File: src/rtl/hazard_unit.sv
// Hazard control for the 5-stage pipeline: combinational forwarding and stall/flush selects, plus a memory-wait FSM,
// a sticky timeout flag and saturating stall/flush counters. Every control output is combinational, with 0 cycles latency.
module hazard_unit #(
  parameter int CNT_W       = 16,
  parameter int MEM_TIMEOUT = 64
) (
  input  logic             clk,
  input  logic             rst,
  input  logic [4:0]       Rs_D,
  input  logic [4:0]       Rt_D,
  input  logic [4:0]       Rs_E,
  input  logic [4:0]       Rt_E,
  input  logic [4:0]       writeReg_E,
  input  logic [4:0]       writeReg_M,
  input  logic [4:0]       writeReg_W,
  input  logic             regWrite_E,
  input  logic             regWrite_M,
  input  logic             regWrite_W,
  input  logic             memToReg_E,
  input  logic             memToReg_M,
  input  logic             branch_D,
  input  logic             jump_D,
  input  logic             pcSrc_D,
  input  logic             mem_req_M,
  input  logic             mem_ready_M,
  input  logic             cnt_clear,
  output logic [1:0]       forwardA_E,
  output logic [1:0]       forwardB_E,
  output logic             forwardA_D,
  output logic             forwardB_D,
  output logic             stall_F,
  output logic             stall_D,
  output logic             stall_E,
  output logic             stall_M,
  output logic             flush_D,
  output logic             flush_E,
  output logic             flush_W,
  output logic             mem_timeout,
  output logic [CNT_W-1:0] stall_cnt,
  output logic [CNT_W-1:0] flush_cnt
);

  typedef enum logic {IDLE, WAIT} state_t;

  localparam logic [CNT_W-1:0] TIMEOUT_LAST = CNT_W'(MEM_TIMEOUT - 1);
  localparam logic [CNT_W-1:0] CNT_ONE      = CNT_W'(1);

  state_t           state_q, state_d;
  logic [CNT_W-1:0] wait_cnt;
  logic             lw_stall, br_stall, mem_stall, dep_stall;

  // M has priority over W because it holds the younger result.
  function automatic logic [1:0] fwd_sel(input logic [4:0] src);
    if (regWrite_M && writeReg_M != 5'd0 && writeReg_M == src)
      return 2'b10;
    else if (regWrite_W && writeReg_W != 5'd0 && writeReg_W == src)
      return 2'b01;
    else
      return 2'b00;
  endfunction

  assign forwardA_E = fwd_sel(Rs_E);
  assign forwardB_E = fwd_sel(Rt_E);
  assign forwardA_D = regWrite_M && writeReg_M != 5'd0 && writeReg_M == Rs_D;
  assign forwardB_D = regWrite_M && writeReg_M != 5'd0 && writeReg_M == Rt_D;

  assign lw_stall  = memToReg_E && writeReg_E != 5'd0 &&
                     (writeReg_E == Rs_D || writeReg_E == Rt_D);
  assign br_stall  = branch_D &&
                     ((regWrite_E && writeReg_E != 5'd0 && (writeReg_E == Rs_D || writeReg_E == Rt_D)) ||
                      (memToReg_M && writeReg_M != 5'd0 && (writeReg_M == Rs_D || writeReg_M == Rt_D)));
  assign mem_stall = mem_req_M && !mem_ready_M;
  assign dep_stall = lw_stall || br_stall;

  always_comb begin
    stall_F = dep_stall;
    stall_D = dep_stall;
    stall_E = 1'b0;
    stall_M = 1'b0;
    flush_D = (pcSrc_D || jump_D) && !dep_stall;
    flush_E = dep_stall;
    flush_W = 1'b0;
    // A memory wait freezes the whole front of the pipe and bubbles W instead.
    if (mem_stall) begin
      stall_F = 1'b1;
      stall_D = 1'b1;
      stall_E = 1'b1;
      stall_M = 1'b1;
      flush_D = 1'b0;
      flush_E = 1'b0;
      flush_W = 1'b1;
    end
  end

  always_comb begin
    state_d = state_q;
    case (state_q)
      IDLE:    if (mem_stall) state_d = WAIT;
      WAIT:    if (mem_ready_M || !mem_req_M) state_d = IDLE;
      default: state_d = IDLE;
    endcase
  end

  always_ff @(posedge clk or negedge rst) begin
    if (!rst) begin
      state_q     <= IDLE;
      wait_cnt    <= '0;
      mem_timeout <= 1'b0;
    end else begin
      state_q <= state_d;
      if (state_q == IDLE)
        wait_cnt <= '0;
      else if (wait_cnt != '1)
        wait_cnt <= wait_cnt + CNT_ONE;
      if (state_q == WAIT && wait_cnt == TIMEOUT_LAST)
        mem_timeout <= 1'b1;
    end
  end

  always_ff @(posedge clk or negedge rst) begin
    if (!rst) begin
      stall_cnt <= '0;
      flush_cnt <= '0;
    end else if (cnt_clear) begin
      stall_cnt <= '0;
      flush_cnt <= '0;
    end else begin
      if (stall_F && stall_cnt != '1)
        stall_cnt <= stall_cnt + CNT_ONE;
      if ((flush_D || flush_E) && flush_cnt != '1)
        flush_cnt <= flush_cnt + CNT_ONE;
    end
  end

endmodule

File: config.mk
export PLATFORM = sky130hd
export DESIGN_NAME = hazard_unit
export DESIGN_NICKNAME = d
export VERILOG_FILES = /design/src/rtl/hazard_unit.sv
export SDC_FILE = /design/constraint.sdc
export NUM_CORES = 1
export LEC_CHECK = 0
export CORE_UTILIZATION = 30
export CTS_CLUSTER_DIAMETER = 40
export DETAILED_ROUTE_END_ITERATION = 8
export GPL_TIMING_DRIVEN = 0
export SLEW_MARGIN = 40
export SYNTH_ARGS = -nofsm -noshare
export SYNTH_HDL_FRONTEND = slang
export SYNTH_SLANG_ARGS = --single-unit
File: constraint.sdc
create_clock -name clk -period 2.7 [get_ports clk]
set_clock_uncertainty 0.15 [all_clocks]
set_input_delay 0.54 -clock clk [delete_from_list [all_inputs] [get_ports clk]]
set_output_delay 0.54 -clock clk [all_outputs]
set_load 0.02 [all_outputs]
==> qor.tcl <==
set qor(timing.critical_path.from_type) {primary input}
set qor(layout.filler_cells) 1091
set qor(power_density_nw_per_um2) 339
set qor(power_leakage_uw) 0.00186
set qor(postSynthNetCount) 415
set qor(final_core_utilization_pct) 43.0
set qor(postSynthAreaPerCell_sq_um) 9.00
set qor(antenna_violations_before_repair) 0
set qor(cts_inserted_buffers) 5
set qor(synthCells) 364
set qor(yosysUniqueCellTypes) 44
set qor(timing_hold_violations_final) 0
set qor(route.antenna.remaining_nets) 0
set qor(worstReg2RegStart) {wait_cnt[0]}
set qor(post-route-period-util_pct) 98.2
set qor(maxClockFrequency_mhz) 377
set qor(syn_area_sq_um) 3280
set qor(worst_slack_placed_ps) -953
set qor(synth_fa_ha_area_share_pct) 1.15
set qor(drv.max_cap_violation_count) 0
set qor(timing_worst_setup_path_type) {primary input to output port}
set qor(fin_crit_ps) 2650
set qor(dp_hpwl_um) 6630
set qor(synth-edff-count) 0
set qor(htreeDepth) 2
set qor(synth-warning-count) 0
set qor(yosys_reg_bits) 50
set qor(main_synth_ff_type) {sky130_fd_sc_hd__dfrtp_1}
set qor(grt_pass1_wl_um) 14600
set qor(post_route_cells_drive_above_1_share_pct) 14.8
set qor(vias_per_cell) 5.19
set qor(detail_route.wirelength_um) 8940
set qor(cell_count_of_the_worst_reg_to_reg_path) 9
set qor(detail_route.drc_violations) 0
set qor(finalMaxSlewViolations) 0
set qor(core-area_sq_um) 10500
set qor(route.vias.total) 3125
set qor(cts_tree) {yes}
set qor(worstSetupEndpointType) {output port}
set qor(run_status) {complete, no violations}
set qor(wl_per_cell_um) 14.8
set qor(io_pins) 94
set qor(grt_overflow_total) 0
set qor(drt-initial-drc-count) 112
set qor(ys_async_sr_fraction_pct) 100
set qor(register_area_share_after_synthesis_pct) 38.2
set qor(numPortBuffers) 87
set qor(worst_pin_slew_ps) 523
set qor(required_ps) 2010
set qor(die_height_um) 107
set qor(cts_root_buf) {sky130_fd_sc_hd__clkbuf_8}
set qor(die_w_um) 107
set qor(hold_ws_ps) 327
set qor(relative_area_change_from_synthesis_to_final_layout_pct) 37.2
set qor(fp-row-count) 37
set qor(netlist.area_leader.share_pct) 38.2
set qor(worstHoldEndpoint) {mem_timeout}
set qor(grt_start_max_net_pins) 38
set qor(initial_core_util_pct) 31.3
set qor(synth_top_family_by_area) {simple AND/OR/NAND/NOR gates}
set qor(largest_buffer_count_on_any_clock_path) 2
set qor(totalNegativeSetupSlack_ps) 0
set qor(num-nets-final) 516
set qor(rsz0062_at_grt) {no}
set qor(antenna-diode-count) 0
set qor(hold_path_class) {register to register}
set qor(gp_weighted_congestion) 0.871
set qor(crit_arrival_ps) 1960
set qor(min_path_cells) 1
set qor(critPathMaxFanout) 2
set qor(synth_mux_area_share_pct) 0.955
set qor(synth_compound_area_share_pct) 13.4
set qor(maxSlewHeadroom_pct) 65.1
set qor(post_synth_simple_gate_area_pct) 28.1
set qor(yosys-top-cells-area) {sky130_fd_sc_hd__dfrtp_1 (38%), sky130_fd_sc_hd__xor2_1 (8.6%), sky130_fd_sc_hd__xnor2_1 (5.6%)}
set qor(post-route-worst-setup-slack_ps) 49.3
set qor(hold_path.startpoint) {mem_timeout}
set qor(clk_pin_slew_ps) 90
set qor(clkSinkCount) 50
set qor(number_of_global_route_vias_before_repair) 3100
set qor(post_synthesis_share_of_cell_area_spent_on_xor_and_xnor_gates_pct) 14.2
set qor(r2r_setup_slk_ps) 210
set qor(global_route.usage.total_pct) 15.9
set qor(fp.dieArea_sq_um) 11300
set qor(cell_type_with_the_largest_total_area_after_synthesis) {sky130_fd_sc_hd__dfrtp_1}
set qor(report.power.total_uw) 1520
set qor(reg2reg_to) {wait_cnt[13]}
set qor(drt_pre_antenna_iters) 4
set qor(ir_worst_vdd_mv) 0.191
set qor(final_setup_vio_count) 0
set qor(insertion_delay_ps) 310
-- cells in the final DEF (no fill, tap or decap), types with 4 or more instances in the layout --
cell,synthesis,layout
sky130_fd_sc_hd__a21oi_1,30,30
sky130_fd_sc_hd__and2_1,14,14
sky130_fd_sc_hd__and3_1,13,13
sky130_fd_sc_hd__and4_1,4,4
sky130_fd_sc_hd__buf_2,6,13
sky130_fd_sc_hd__buf_4,3,15
sky130_fd_sc_hd__buf_6,1,4
sky130_fd_sc_hd__clkbuf_1,11,8
sky130_fd_sc_hd__clkbuf_2,0,5
sky130_fd_sc_hd__clkbuf_8,0,5
sky130_fd_sc_hd__clkdlybuf4s50_1,0,47
sky130_fd_sc_hd__dfrtp_1,50,50
sky130_fd_sc_hd__dlygate4sd2_1,0,19
sky130_fd_sc_hd__inv_1,6,5
sky130_fd_sc_hd__nand2_1,20,20
sky130_fd_sc_hd__nand3_1,27,26
sky130_fd_sc_hd__nand4_1,8,8
sky130_fd_sc_hd__nor2_1,15,13
sky130_fd_sc_hd__nor2b_1,4,4
sky130_fd_sc_hd__nor3_1,8,7
sky130_fd_sc_hd__o21ai_0,15,15
sky130_fd_sc_hd__o31ai_1,13,13
sky130_fd_sc_hd__or3_1,14,14
sky130_fd_sc_hd__or4_1,17,16
sky130_fd_sc_hd__xnor2_1,21,21
sky130_fd_sc_hd__xor2_1,32,30
-- Yosys cell counts (all sizes together) (14+ instances only) --
| cell type | number |
|---|---|
| or3 | 14 |
| o21ai | 15 |
| xor2 | 32 |
| and2 | 14 |
| dfrtp | 50 |
| or4 | 17 |
| nand2 | 20 |
| xnor2 | 21 |
| nand3 | 27 |
| a21oi | 31 |
| nor2 | 15 |
| o31ai | 14 |
-- worst max path at each step --
stage / startpoint / cells after the start / endpoint / slack, ps
floorplan: writeReg_M[2] / 6 / forwardA_E[0] / -100
CTS: Rt_D[4] / 9 / stall_F / 5
detailed placement: Rs_D[1] / 9 / stall_F / -950
finish: Rs_E[1] / 5 / forwardA_E[0] / 50
global placement: Rs_D[1] / 9 / stall_F / -930
global route: mem_req_M / 5 / stall_M / 5
-- stage by stage --
stage / std cells / instance area [sq um]
after floorplan: 364 / 3280
after global placement: 587 / 4320
after detailed placement: 588 / 4340
after CTS: 602 / 4460
after global routing: 602 / 4500
final: 602 / 4500
-- metal layers --
metal / wire (um) / global-route usage [%] / vias to the layer above
li1: - / - / 1520
met1: 3920 / 20.1 / 1507
met2: 4360 / 27.2 / 92
met3: 596 / 4.05 / 6
met4: 59 / 3.72 / 0
met5: 0 / 0 / -
-- timing repair --
| item | CTS | global route |
|---|---|---|
| endpoints found under the setup margin | 42 | 19 |
| buffers inserted | 6 | 1 |
| hold buffers | 1 | 0 |
| pin swaps | 16 | 11 |
| gates resized for setup | 104 | 21 |
| hold endpoints to repair | 13 | 0 |
-- worst max-delay path, cell delays in order --
cell	delay [ps]
sky130_fd_sc_hd__clkdlybuf4s50_1	540
sky130_fd_sc_hd__xor2_1	260
sky130_fd_sc_hd__nor4_4	90
sky130_fd_sc_hd__nor4_2	330
sky130_fd_sc_hd__buf_4	200
-- cells by family after synthesis --
group                      Yosys count
AOI/OAI and AO/OA                   67
xor gates and xnor gates            53
and+or+nand+nor                    160
buffers and inverters               28
adders and majority gates            3
DFF                                 50
muxes                                3
-- final cells by class --
| cell class | instances | area, sq um | area share (%) |
|---|---|---|---|
| Multi-Input combinational cell | 286 | 1990 | 44.2 |
| Buffer | 21 | 109 | 2.42 |
| Timing Repair Buffer | 95 | 868 | 19.3 |
| Inverter | 6 | 22.5 | 0.501 |
| Clock buffer | 6 | 72.6 | 1.61 |
| Tap cell | 136 | 170 | 3.79 |
| Clock inverter | 2 | 13.8 | 0.306 |
| Sequential cell | 50 | 1250 | 27.8 |
-- power by group --
| group | leakage [uW] | total, uW | internal (uW) | switching, uW |
|---|---|---|---|---|
| logic | 0.00112 | 313 | 141 | 172 |
| clock network | 0.0000452 | 440 | 184 | 256 |
| registers | 0.000694 | 769 | 756 | 13.0 |
-- sequential cells by signal (all words and copies together), names as in the netlist --
signal	count
flush_cnt	16
stall_cnt	16
wait_cnt	16
mem_timeout	1
state_q	1
No activity file was read; power rests on OpenSTA's default activity.
==> patch (same settings) <==
`CNT_W`: 16 -> 32.
--- a/src/rtl/hazard_unit.sv
+++ b/src/rtl/hazard_unit.sv
@@ -1,7 +1,7 @@
 // Hazard control for the 5-stage pipeline: combinational forwarding and stall/flush selects, plus a memory-wait FSM,
 // a sticky timeout flag and saturating stall/flush counters. Every control output is combinational, with 0 cycles latency.
 module hazard_unit #(
-  parameter int CNT_W       = 16,
+  parameter int CNT_W       = 32,
   parameter int MEM_TIMEOUT = 64
 ) (
   input  logic             clk,
Ports: changed (resized flush_cnt and stall_cnt); port bits go from 94 to 126. No check against the original RTL was run, so the function may have changed too.
==> patch against the unedited design <==
- the flow now finishes with violations (negative setup slack)
- register-to-register slack worse by 0.10 ns
- routed wire length is 100% higher
- worst setup slack worse by 0.14 ns
- power is 110% higher
- worst hold slack better by 0.023 ns
- synthesized cell count is 87% higher
- global-route usage is 2.2 points higher
- sequential cell count is 48 higher
- die area is 82% higher
- synthesized area is 84% higher
- design area is 82% higher
- largest cell class unchanged
==> patch: results <==
{
  "n_all_inverters": 11,
  "rrSetupSlack_ns": 0.11,
  "finalSetupTns_ns": -0.140,
  "drt_iter0_drc": 441,
  "nets": 877,
  "num-multi-input-gates": 528,
  "syn-num-nets": 732,
  "critPathArrivalTime_ns": 2.10,
  "timing.hold.ws_ns": 0.350,
  "met3_usage_pct": 3.80,
  "critPathTopFamily": "simple AND/OR/NAND/NOR gates",
  "wl_met1_um": 8330,
  "top_layer": "met4",
  "io_buffers": 119,
  "stdcell_count": 1095,
  "use_met1_pct": 24.0,
  "use_met2_pct": 28.2,
  "cts_buffers": 9,
  "violations": "negative setup slack",
  "worst_slew_margin_rel_pct": 60.4,
  "viasPerCell": 5.37,
  "gp_congestion": 0.814,
  "hpwl_um": 12900,
  "powerComb_uw": 412,
  "seqCellArea_um2": 2450,
  "cts_setup_buffers": 11,
  "multi_input_area_share_pct": 42.9,
  "synth.area.top_cells": "dfrtp_1, xor2_1, nand4_1",
  "clock_latency_ns": 0.35,
  "status": "finished, violations left",
  "final-clk-cell-share_pct": 3.50,
  "ys_seq_area_share_pct": 40.7,
  "dp_slack_ns": -1.42,
  "cp_max_fo": 3,
  "h-tree-depth": 3,
  "buffer_area_share_pct": 19.0,
  "avgSynthCellArea_um2": 8.86,
  "worst_slack_ns": -0.0863,
  "crit_path_top_delay_cell": "or4_4",
  "grt_pass1_vias": 5614,
  "cts_resized": 125,
  "wl_met3_um": 961,
  "finalPower_uw": 3190,
  "p_leak_uw": 0.00315,
  "path_clk_slew_ns": 0.06,
  "final_area_um2": 8190,
  "crit_start": "writeReg_E[2]",
  "clkSinkCount": 98,
  "setup_viol": 2,
  "grt_usage_pct": 18.1,
  "grt_first_pass_wirelength_um": 29000,
  "switchingPower_uw": 812
}
-- patch: cell types whose count changed after synthesis, sizes merged, moves of 10 or more --
cell,delta
a21oi,+13
buf,+10
clkbuf,+12
dfrtp,+48
nand2,+16
nand3,+16
nand4,+34
nor2,+47
nor4,+14
o21ai,+11
or3,+11
-- patch: logic make-up (layout without fill, tap and decap cells) --
kind of cell	after synthesis	in the layout	synth area share [%]
DFF	98	98	40.7
xor gates and xnor gates	69	69	10.0
and+or+nand+nor	325	325	29.7
AOI/OAI and AO/OA	122	122	13.2
adders and majority gates	3	3	0.622
muxes	9	9	1.64
buffers and inverters	55	204	4.11
-- patch: worst min-delay path: stages (launching register included) --
cell     delay (ns)
dfrtp_1        0.35
inv_1          0.05
o31ai_1        0.06
-- patch: final timing paths --
kind,end
min reg2reg,mem_timeout
max,stall_F
max in group asynchronous,flush_cnt[0]
min in group asynchronous,stall_cnt[20]
max reg2reg,stall_cnt[20]
min,mem_timeout
